--- src/rtl/riscv_imem_loader.sv ---
// Boot-time instruction memory loader.
// Receives a framed byte stream (4-byte little-endian word count, N data
// words sent little-endian, 1 XOR checksum byte), writes each completed
// word to the IMEM write port and releases the core reset only after a
// clean load.
//
// Byte handshake: a byte is transferred on a rising clock edge where
// i_rx_valid and o_rx_ready are both high. o_rx_ready is high only in
// LEN/DATA/CSUM while i_abort is low. The sender holds i_rx_data stable
// while i_rx_valid is high and the byte has not yet been accepted.
module riscv_imem_loader #(
  parameter int P_XLEN     = 32,
  parameter int P_ADDR_BIT = 12,
  parameter int P_TIMEOUT  = 65535
) (
  input  logic                    i_clk,
  input  logic                    i_rstn,
  input  logic                    i_start,
  input  logic                    i_abort,
  input  logic [7:0]              i_rx_data,
  input  logic                    i_rx_valid,
  output logic                    o_rx_ready,
  output logic                    o_imem_we,
  output logic [P_ADDR_BIT-3:0]   o_imem_waddr,
  output logic [P_XLEN-1:0]       o_imem_wdata,
  output logic                    o_core_rstn,
  output logic                    o_busy,
  output logic                    o_done,
  output logic                    o_err,
  output logic [1:0]              o_err_code,
  output logic [2:0]              o_dbg_state
);

  localparam int AW  = P_ADDR_BIT - 2;
  localparam int BPW = P_XLEN / 8;

  // Largest legal word count: the whole IMEM.
  localparam logic [31:0] DEPTH          = 32'd1 << AW;
  localparam logic [2:0]  LAST_LEN_BYTE  = 3'd3;
  localparam logic [2:0]  LAST_DATA_BYTE = 3'(BPW - 1);
  localparam logic [15:0] TMO_LAST       = 16'(P_TIMEOUT - 1);

  localparam logic [2:0] S_IDLE = 3'd0;
  localparam logic [2:0] S_LEN  = 3'd1;
  localparam logic [2:0] S_DATA = 3'd2;
  localparam logic [2:0] S_CSUM = 3'd3;
  localparam logic [2:0] S_DONE = 3'd4;
  localparam logic [2:0] S_ERR  = 3'd5;

  localparam logic [1:0] E_NONE = 2'b00;
  localparam logic [1:0] E_LEN  = 2'b01;
  localparam logic [1:0] E_CSUM = 2'b10;
  localparam logic [1:0] E_TMO  = 2'b11;

  logic [2:0]         state_q,    state_d;
  logic [2:0]         byte_cnt_q, byte_cnt_d;
  logic [31:0]        len_q,      len_d;
  logic [AW-1:0]      word_idx_q, word_idx_d;
  // Holds the upper bytes received so far; the newest byte always lands on
  // top, so after a full word the first byte has shifted down to [7:0].
  logic [P_XLEN-9:0]  shift_q,    shift_d;
  logic [7:0]         csum_q,     csum_d;
  logic [15:0]        tmo_q,      tmo_d;
  logic               we_q,       we_d;
  logic [AW-1:0]      waddr_q,    waddr_d;
  logic [P_XLEN-1:0]  wdata_q,    wdata_d;
  logic [1:0]         err_code_q, err_code_d;

  logic               busy;
  logic               rx_ready;
  logic               accept;
  logic [31:0]        len_shift;
  logic [P_XLEN-1:0]  word_asm;

  assign busy      = (state_q == S_LEN) || (state_q == S_DATA) || (state_q == S_CSUM);
  assign rx_ready  = busy && !i_abort;
  assign accept    = rx_ready && i_rx_valid;
  assign len_shift = {i_rx_data, len_q[31:8]};
  assign word_asm  = {i_rx_data, shift_q};

  // Next-state logic: abort overrides everything, then per-state framing, then idle timeout.
  always_comb begin
    state_d    = state_q;
    byte_cnt_d = byte_cnt_q;
    len_d      = len_q;
    word_idx_d = word_idx_q;
    shift_d    = shift_q;
    csum_d     = csum_q;
    tmo_d      = tmo_q;
    we_d       = 1'b0;
    waddr_d    = waddr_q;
    wdata_d    = wdata_q;
    err_code_d = err_code_q;

    if (i_abort) begin
      state_d    = S_IDLE;
      err_code_d = E_NONE;
    end else begin
      case (state_q)
        S_IDLE, S_DONE, S_ERR: begin
          if (i_start) begin
            state_d    = S_LEN;
            err_code_d = E_NONE;
            csum_d     = 8'd0;
            byte_cnt_d = 3'd0;
            word_idx_d = '0;
            len_d      = 32'd0;
            tmo_d      = 16'd0;
          end
        end
        S_LEN: begin
          if (accept) begin
            tmo_d      = 16'd0;
            len_d      = len_shift;
            byte_cnt_d = byte_cnt_q + 3'd1;
            if (byte_cnt_q == LAST_LEN_BYTE) begin
              byte_cnt_d = 3'd0;
              word_idx_d = '0;
              if ((len_shift == 32'd0) || (len_shift > DEPTH)) begin
                state_d    = S_ERR;
                err_code_d = E_LEN;
              end else begin
                state_d = S_DATA;
              end
            end
          end
        end
        S_DATA: begin
          if (accept) begin
            tmo_d      = 16'd0;
            shift_d    = word_asm[P_XLEN-1:8];
            csum_d     = csum_q ^ i_rx_data;
            byte_cnt_d = byte_cnt_q + 3'd1;
            if (byte_cnt_q == LAST_DATA_BYTE) begin
              byte_cnt_d = 3'd0;
              we_d       = 1'b1;
              waddr_d    = word_idx_q;
              wdata_d    = word_asm;
              word_idx_d = word_idx_q + 1'b1;
              if (32'(word_idx_q) == (len_q - 32'd1)) begin
                state_d = S_CSUM;
              end
            end
          end
        end
        S_CSUM: begin
          if (accept) begin
            tmo_d = 16'd0;
            if (i_rx_data == csum_q) begin
              state_d = S_DONE;
            end else begin
              state_d    = S_ERR;
              err_code_d = E_CSUM;
            end
          end
        end
        default: begin
          state_d = S_IDLE;
        end
      endcase

      // A stalled stream while loading counts toward the timeout.
      if (busy && !accept) begin
        if (tmo_q == TMO_LAST) begin
          state_d    = S_ERR;
          err_code_d = E_TMO;
        end else begin
          tmo_d = tmo_q + 16'd1;
        end
      end
    end
  end

  // State and datapath registers, cleared asynchronously.
  always_ff @(posedge i_clk or negedge i_rstn) begin
    if (!i_rstn) begin
      state_q    <= S_IDLE;
      byte_cnt_q <= 3'd0;
      len_q      <= 32'd0;
      word_idx_q <= '0;
      shift_q    <= '0;
      csum_q     <= 8'd0;
      tmo_q      <= 16'd0;
      we_q       <= 1'b0;
      waddr_q    <= '0;
      wdata_q    <= '0;
      err_code_q <= E_NONE;
    end else begin
      state_q    <= state_d;
      byte_cnt_q <= byte_cnt_d;
      len_q      <= len_d;
      word_idx_q <= word_idx_d;
      shift_q    <= shift_d;
      csum_q     <= csum_d;
      tmo_q      <= tmo_d;
      we_q       <= we_d;
      waddr_q    <= waddr_d;
      wdata_q    <= wdata_d;
      err_code_q <= err_code_d;
    end
  end

  assign o_rx_ready   = rx_ready;
  assign o_busy       = busy;
  assign o_imem_we    = we_q;
  assign o_imem_waddr = waddr_q;
  assign o_imem_wdata = wdata_q;
  assign o_done       = (state_q == S_DONE);
  assign o_err        = (state_q == S_ERR);
  assign o_core_rstn  = (state_q == S_DONE);
  assign o_err_code   = err_code_q;
  assign o_dbg_state  = state_q;

endmodule

--- config.mk ---
export PLATFORM = sky130hd
export DESIGN_NAME = riscv_imem_loader
export DESIGN_NICKNAME = d
export VERILOG_FILES = /design/src/rtl/riscv_imem_loader.sv
export SDC_FILE = /design/constraint.sdc
export NUM_CORES = 1
export LEC_CHECK = 0
export BUFFER_PORTS_ARGS = -buffer_cell sky130_fd_sc_hd__buf_2
export CAP_MARGIN = 0
export CORE_MARGIN = 2
export CORE_UTILIZATION = 40
export CTS_CLUSTER_DIAMETER = 50
export CTS_CLUSTER_SIZE = 30
export DETAILED_ROUTE_END_ITERATION = 10
export GPL_TIMING_DRIVEN = 0
export PLACE_DENSITY = 0.58
export SKIP_LAST_GASP = 1
export SLEW_MARGIN = 20
export SYNTH_ARGS = -nofsm -noshare
export SYNTH_HDL_FRONTEND = slang
export SYNTH_SLANG_ARGS = --single-unit
--- constraint.sdc ---
create_clock -name i_clk -period 2.1 [get_ports i_clk]
set_input_delay 0.105 -clock i_clk [delete_from_list [all_inputs] [get_ports i_clk]]
set_output_delay 0.105 -clock i_clk [all_outputs]
set_load 0.02 [all_outputs]
==> results of run 1 <==
-- cells in the final DEF (no fill, tap or decap), drive strengths merged, types with 8 or more instances in the layout --
master and n:
o21ai 57, a21oi 17, clkbuf 45, buf 95
and3 12, nor4 12, nand4 11, dlygate4sd3 8
inv 16, nand3 51, nand2 296, a31oi 10
o31ai 8, dfrtp 141, xor2 14, nor3 18
nor2 38, xnor2 12
-- what timing repair did --
| action | CTS | global route |
|---|---|---|
| pin swaps | 4 | 10 |
| endpoints found under the hold margin | 76 | 0 |
| cloned | 0 | 0 |
| buffers inserted | 5 | 11 |
| endpoints found under the setup margin | 107 | 113 |
| hold buffers | 8 | 0 |
| resized for setup | 29 | 26 |
-- Yosys cell counts (all sizes together) (4+ instances only) --
library cell and count:
a31oi 10, nand3b 4, a21oi 17, nand3 51, o31ai 8, or3 4, clkbuf 31, nor4 12
xnor2 12, dfrtp 141, xor2 14, nand4 11, buf 13, nand2b 6, o21ai 57, nor2 38
nor3 18, ha 5, nand2 296, and3 12, inv 8, o21a 4
-- critical path: stages, from the launching register on --
cell      delay, ns
dfrtp_1        0.41
or3_4          0.44
nor4_4         0.17
nand3_1        0.14
a211oi_2       0.19
nand4_1        0.17
nor4_4         0.36
a41o_1         0.22
-- registers in the layout, indices dropped and copies added (netlist names) --
register	cells
o_imem_waddr	10
shift_q	24
o_err_code	2
o_imem_we	1
o_imem_wdata	32
byte_cnt_q	3
word_idx_q	10
len_q	32
csum_q	8
o_dbg_state	3
tmo_q	16
-- kinds of logic after synthesis --
kind of cell             after synthesis  synth area share [%]
AO/OA/AOI/OAI                        122                  10.8
XOR/XNOR                              26                  3.32
adder cells (fa/ha/maj)                5                 0.911
buffers and inverters                 52                  3.46
flip-flops                           141                  51.4
AND/OR/NAND/NOR                      468                  30.2
-- stage by stage --
stage	setup TNS, ns	instances	cell area [um^2]
floorplan	0	814	6870
global placement	-206.98	1099	7470
detailed placement	-31.66	1100	7500
CTS	-0.138	1143	8290
global route	-0.583	1153	8490
finish	-0.0836	1153	8490
-- cell type report --
cell class | instances | share of cell area, %
buffer | 41 | 2.50
sequential | 141 | 41.6
clock buffer | 17 | 5.01
multi-input combinational | 621 | 38.8
inverter | 8 | 0.442
clock inverter | 15 | 1.78
tap | 220 | 3.24
timing repair buffer | 90 | 6.63
-- power by group --
part	internal (mW)	switching, mW	leakage [nW]
Clock	1.67	1.31	0.279
Combinational	0.227	0.384	2.25
Sequential	2.76	0.0651	1.96
-- metal layers --
metal,vias up,global-route usage [%]
met5,-,0
met1,2896,30.0
li1,2975,-
met4,0,6.71
met2,129,32.5
met3,23,3.45
-- how the worst min path moves through the flow --
stage / cells after the start / startpoint / to
after floorplan: 0 / i_rstn / byte_cnt_q[0]
after global placement: 3 / i_rx_data[4] / o_imem_wdata[28]
after detailed placement: 1 / i_rstn / len_q[13]
after CTS: 3 / i_rx_data[7] / len_q[31]
after global routing: 3 / i_rx_data[7] / len_q[31]
final: 3 / i_rx_data[7] / len_q[31]
==> results.cfg, run 1 <==
[outcome]
status = complete, but fails checks
violations = setup timing

[final_layout]
drive_gt1_share_pct = 18.3
postLayoutCoreUtil_pct = 50.8
nFillCells = 1637
n_antenna_cell = 0
multi_input_area_mm2 = 0.00329
nets = 938
syn2layout_area_growth_pct = 23.7
regArea_mm2 = 0.00353

[synthesis]
synth_flop_cell = dfrtp_1
yosys.cell_types.count = 57
syn-num-nets = 832
synthCells = 814
seq_area_frac_synth_pct = 51.4
syn_area_mm2 = 0.00687
synthTopCellsByArea = dfrtp_1 (51%), nand2_1 (16%), o21ai_1 (3.9%)
synth_seq_cells = 141
yosys_warnings = 0
synth_area_leader_cell = dfrtp_1
syn_avg_cell_area_um2 = 8.44
yosysTopAreaCellShare_pct = 51.4
synth_edf_count = 0
async_flop_share_pct = 100

[power]
powerDensity_mw_per_mm2 = 756
vdd_drop_max_mv = 0.564
leakagePower_nw = 4.49
p_total_mw = 6.42

[sta]
worst_hold_slack_ns = 0.0199
rsz0062_at_grt = yes
period_needed_ns = 2.17
clock_skew_ns = 0.00741
min_period_over_period_pct = 103
slew_viol_final = 0
setup_violations = 2
tightest_slew_ns = 0.526
finalWorstSetupSlack_ns = -0.0666
hold_viol = 0
fmax_mhz = 462
maxSlewHeadroom_pct = 64.9

[detailed_routing]
drt_first_pass_iters = 5
drtAntennaViolNets = 0
via_per_inst = 5.22
drc = 0
dr_wl_met2_um = 8460
route.detailed.wl_per_inst_um = 15.7
wl_met1_um = 8670
num_vias = 6023
wl_um = 18100
drtIter0Drc = 487
dr_wl_met3_um = 670
top_layer = met4

[setup_path]
cp-start-kind = flip-flop
rrSetupSlack_ns = -0.07
critical_path.max_fanout = 3
required_ns = 2.46
worst_r2r_path_depth = 7
end_kind = flip-flop
r2r-end = o_dbg_state[0]
endpoint = o_dbg_state[0]
cp-startpoint = len_q[20]
crit_type = reg2reg
r2r-start = len_q[20]
critical_path_arrival_ns = 2.53

[floorplanning]
ios = 66
die_h_um = 135
die_width_um = 135
die_area_mm2 = 0.0182
rows = 47
start_util_pct = 41.1
coreArea_mm2 = 0.0167

[global_routing]
grt_antenna_before_repair = 0
grt_max_degree = 80
grt_usage_pct = 20.9
grt_pass1_vias = 5780
grt_pass1_wl_um = 30100
overflow = 0

[clocking]
cts-buffers-inserted = 17
clk_pin_slew_ns = 0.07
clk_latency_ns = 0.43
root_buffer = clkbuf_16
cts_tree = done
clockBufferDepth = 2
clock_sinks = 141
h-tree-depth = 4

[worst_hold_path]
hp-class = in2reg

[place]
place_ws_ns = -0.626
hpwl_um = 12300
portBuffers = 65
gp_congestion = 0.811

[run]
cap_violations = 0
(Power assumes the default switching activity.)
==> inputs of run 2 (changes only) <==
--- a/config.mk
+++ b/config.mk
@@ -5,6 +5,7 @@
 export SDC_FILE = /design/constraint.sdc
 export NUM_CORES = 1
 export LEC_CHECK = 0
+export ABC_AREA = 1
 export BUFFER_PORTS_ARGS = -buffer_cell sky130_fd_sc_hd__buf_2
 export CAP_MARGIN = 0
 export CORE_MARGIN = 2
@@ -19,3 +20,4 @@
 export SYNTH_ARGS = -nofsm -noshare
 export SYNTH_HDL_FRONTEND = slang
 export SYNTH_SLANG_ARGS = --single-unit
+export TNS_END_PERCENT = 5
==> run 2 against run 1 <==
  * The run still ends with setup timing left
  * Utilization down 2.2 points
  * Clock skew up 0.0016 ns
  * Wire length up 6.3%
  * Hold slack better by 0.020 ns
  * Sequential share of layout area down 0.89 points
  * Critical path depth up 3
  * Global-route usage down 0.14 points
  * Maximum frequency up 1.4%
  * First-iteration DRC count up 10%
  * Die area up 4.9%
  * Final cell count up 9.5%
  * Worst setup slack better by 0.029 ns
  * Critical endpoint is now len_q[23]
==> results.cfg, run 2 <==
[run]
cap_violations = 0

[clocking]
cts-buffers-inserted = 17
clockBufferDepth = 2
clk_latency_ns = 0.43
root_buffer = clkbuf_16
clock_sinks = 141
clk_pin_slew_ns = 0.07
h-tree-depth = 4
cts_tree = done

[worst_hold_path]
min_path_cells = 4
hp-class = in2reg

[detailed_routing]
drt_first_pass_iters = 5
wl_um = 19300
drtAntennaViolNets = 0
via_per_inst = 5.06
drtIter0Drc = 537
num_vias = 6389
route.detailed.wl_per_inst_um = 15.2
drc = 0

[sta]
finalWorstSetupSlack_ns = -0.0377
rsz0062_at_grt = yes
clock_skew_ns = 0.00906
setup_violations = 11
fmax_mhz = 468
tns_ns = -0.320
period_needed_ns = 2.14
maxSlewHeadroom_pct = 61.6
tightest_slew_ns = 0.576
min_period_over_period_pct = 102
slew_viol_final = 0
hold_viol = 0

[final_layout]
postLayoutCellArea_mm2 = 0.00867
nFillCells = 1791
layout.cells.most_common = nand2_1
drive_gt1_share_pct = 16.5
n_antenna_cell = 0
postLayoutCoreUtil_pct = 48.6
nets = 1039
syn2layout_area_growth_pct = 20.2
final_cell_mix = nand2_1 (236), dfrtp_1 (139), inv_1 (116)

[setup_path]
critPathSlowestCell = dfrtp_2
critical_path.max_fanout = 10
cp_cell_sequence = inv_2 -> nor2_4 -> nor2_2 -> inv_1 -> o21ai_4 -> o21bai_2 -> nor2_1 -> buf_2 -> clkbuf_4 -> o22ai_1
worst_r2r_path_depth = 10
end_kind = flip-flop
cpPeakStageDelay_ns = 0.45
required_ns = 2.38
crit_type = reg2reg
critical_path_arrival_ns = 2.42
cp-start-kind = flip-flop

[global_routing]
grt_pass1_wl_um = 31900
grt_max_degree = 79
grt_antenna_before_repair = 0
grt_pass1_vias = 6131
overflow = 0
grt_usage_pct = 20.8

[floorplanning]
ios = 66
die_h_um = 138
rows = 49
coreArea_mm2 = 0.0178
start_util_pct = 40.4
die_area_mm2 = 0.0191
die_width_um = 138

[power]
leakagePower_nw = 4.45
powerDensity_mw_per_mm2 = 769
vdd_drop_max_mv = 0.585

[place]
gp_congestion = 0.959
place_ws_ns = -0.504
hpwl_um = 14300
placed_area_mm2 = 0.00787
portBuffers = 65

[synthesis]
yosys_warnings = 0
synthTopCellsByArea = dfrtp_1 (49%), nand2_1 (12%), o21ai_0 (6.5%)
synth_seq_cells = 141
synth_edf_count = 0
synth.most_common_cell = nand2_1
synth_commonest_cells = nand2_1 (238), dfrtp_1 (141), inv_1 (118), nor2_1 (98), o21ai_0 (93)
yosys.cell_types.count = 41
synthCells = 927
synth_flop_cell = dfrtp_1
yosysTopAreaCellShare_pct = 48.9
seq_area_frac_synth_pct = 48.9
syn_area_mm2 = 0.00722
syn_avg_cell_area_um2 = 7.78
syn-num-nets = 945
async_flop_share_pct = 100
synth_area_leader_cell = dfrtp_1

[outcome]
violations = setup timing
status = complete, but fails checks
-- run 2: logic make-up after synthesis --
group	share of synthesized area, %
AO/OA/AOI/OAI	12.9
XOR/XNOR	2.91
multiplexers	0.763
adder cells (fa/ha/maj)	0.867
buffers and inverters	8.15
flip-flops	48.9
AND/OR/NAND/NOR	25.5
-- run 2: through the flow --
| step | hold slack [ns] | instances | total power [mW] |
|---|---|---|---|
| finish | 0.0400 | 1263 | 6.67 |
| global route | 0.0677 | 1263 | 6.96 |
| CTS | 0.0322 | 1257 | 6.70 |
| detailed placement | 0.0883 | 1222 | 3.58 |
| global placement | 0.450 | 1221 | 3.57 |
| floorplan | -0.191 | 927 | 3.33 |
-- run 2: layer usage --
metal	GRT usage [%]	routed length [um]	up-vias
met4	7.09	357	0
met2	30.7	8430	143
met3	3.46	744	27
li1	-	-	3202
met1	31.1	9730	3017
met5	0	0	-
-- run 2: worst paths after layout --
path	start	endpoint	slack [ns]
worst max-delay path	o_dbg_state[0]	len_q[23]	-0.04
worst min-delay path	i_rx_data[4]	csum_q[4]	0.04
worst max register to register	o_dbg_state[0]	len_q[23]	-0.04
worst min register to register	o_imem_wdata[0]	o_imem_wdata[0]	0.47
max in group asynchronous	i_rstn	o_dbg_state[0]	1.11
min in group asynchronous	i_rstn	o_imem_wdata[6]	0.19
-- run 2: area by class of cell --
cell class                      count  area [um^2]  area share (%)
Timing Repair Buffer               75          445            5.14
Inverter                          126          473            5.45
Clock buffer                       17          425            4.91
Multi-Input combinational cell    634         3190            36.8
Sequential cell                   141         3530            40.7
Clock inverter                     15          186            2.15
Buffer                             26          133            1.53
Tap cell                          229          287            3.30
-- run 2: worst max-delay path: cells and delay by family, from the launching register on --
family / cells / cell delay, ns
AND/OR/NAND/NOR: 3 / 0.34
AO/OA/AOI/OAI: 3 / 0.44
buffers and inverters: 4 / 0.75
flip-flops: 1 / 0.45
-- run 2: what timing repair did --
action                                 4_1_cts  5_1_grt
setup buffers                                2        6
hold buffers                                 1        0
setup endpoints to repair                   87      116
endpoints found under the hold margin       63        0
pin swaps                                    1        5
gates resized for setup                     10       35
-- run 2: power breakdown --
part / leakage, nW / total (mW) / internal [mW] / switching [mW]
clock: 0.297 / 3.10 / 1.72 / 1.39
combinational: 2.22 / 0.705 / 0.232 / 0.472
sequential: 1.93 / 2.86 / 2.79 / 0.0642
total: 4.45 / 6.67 / 4.74 / 1.92
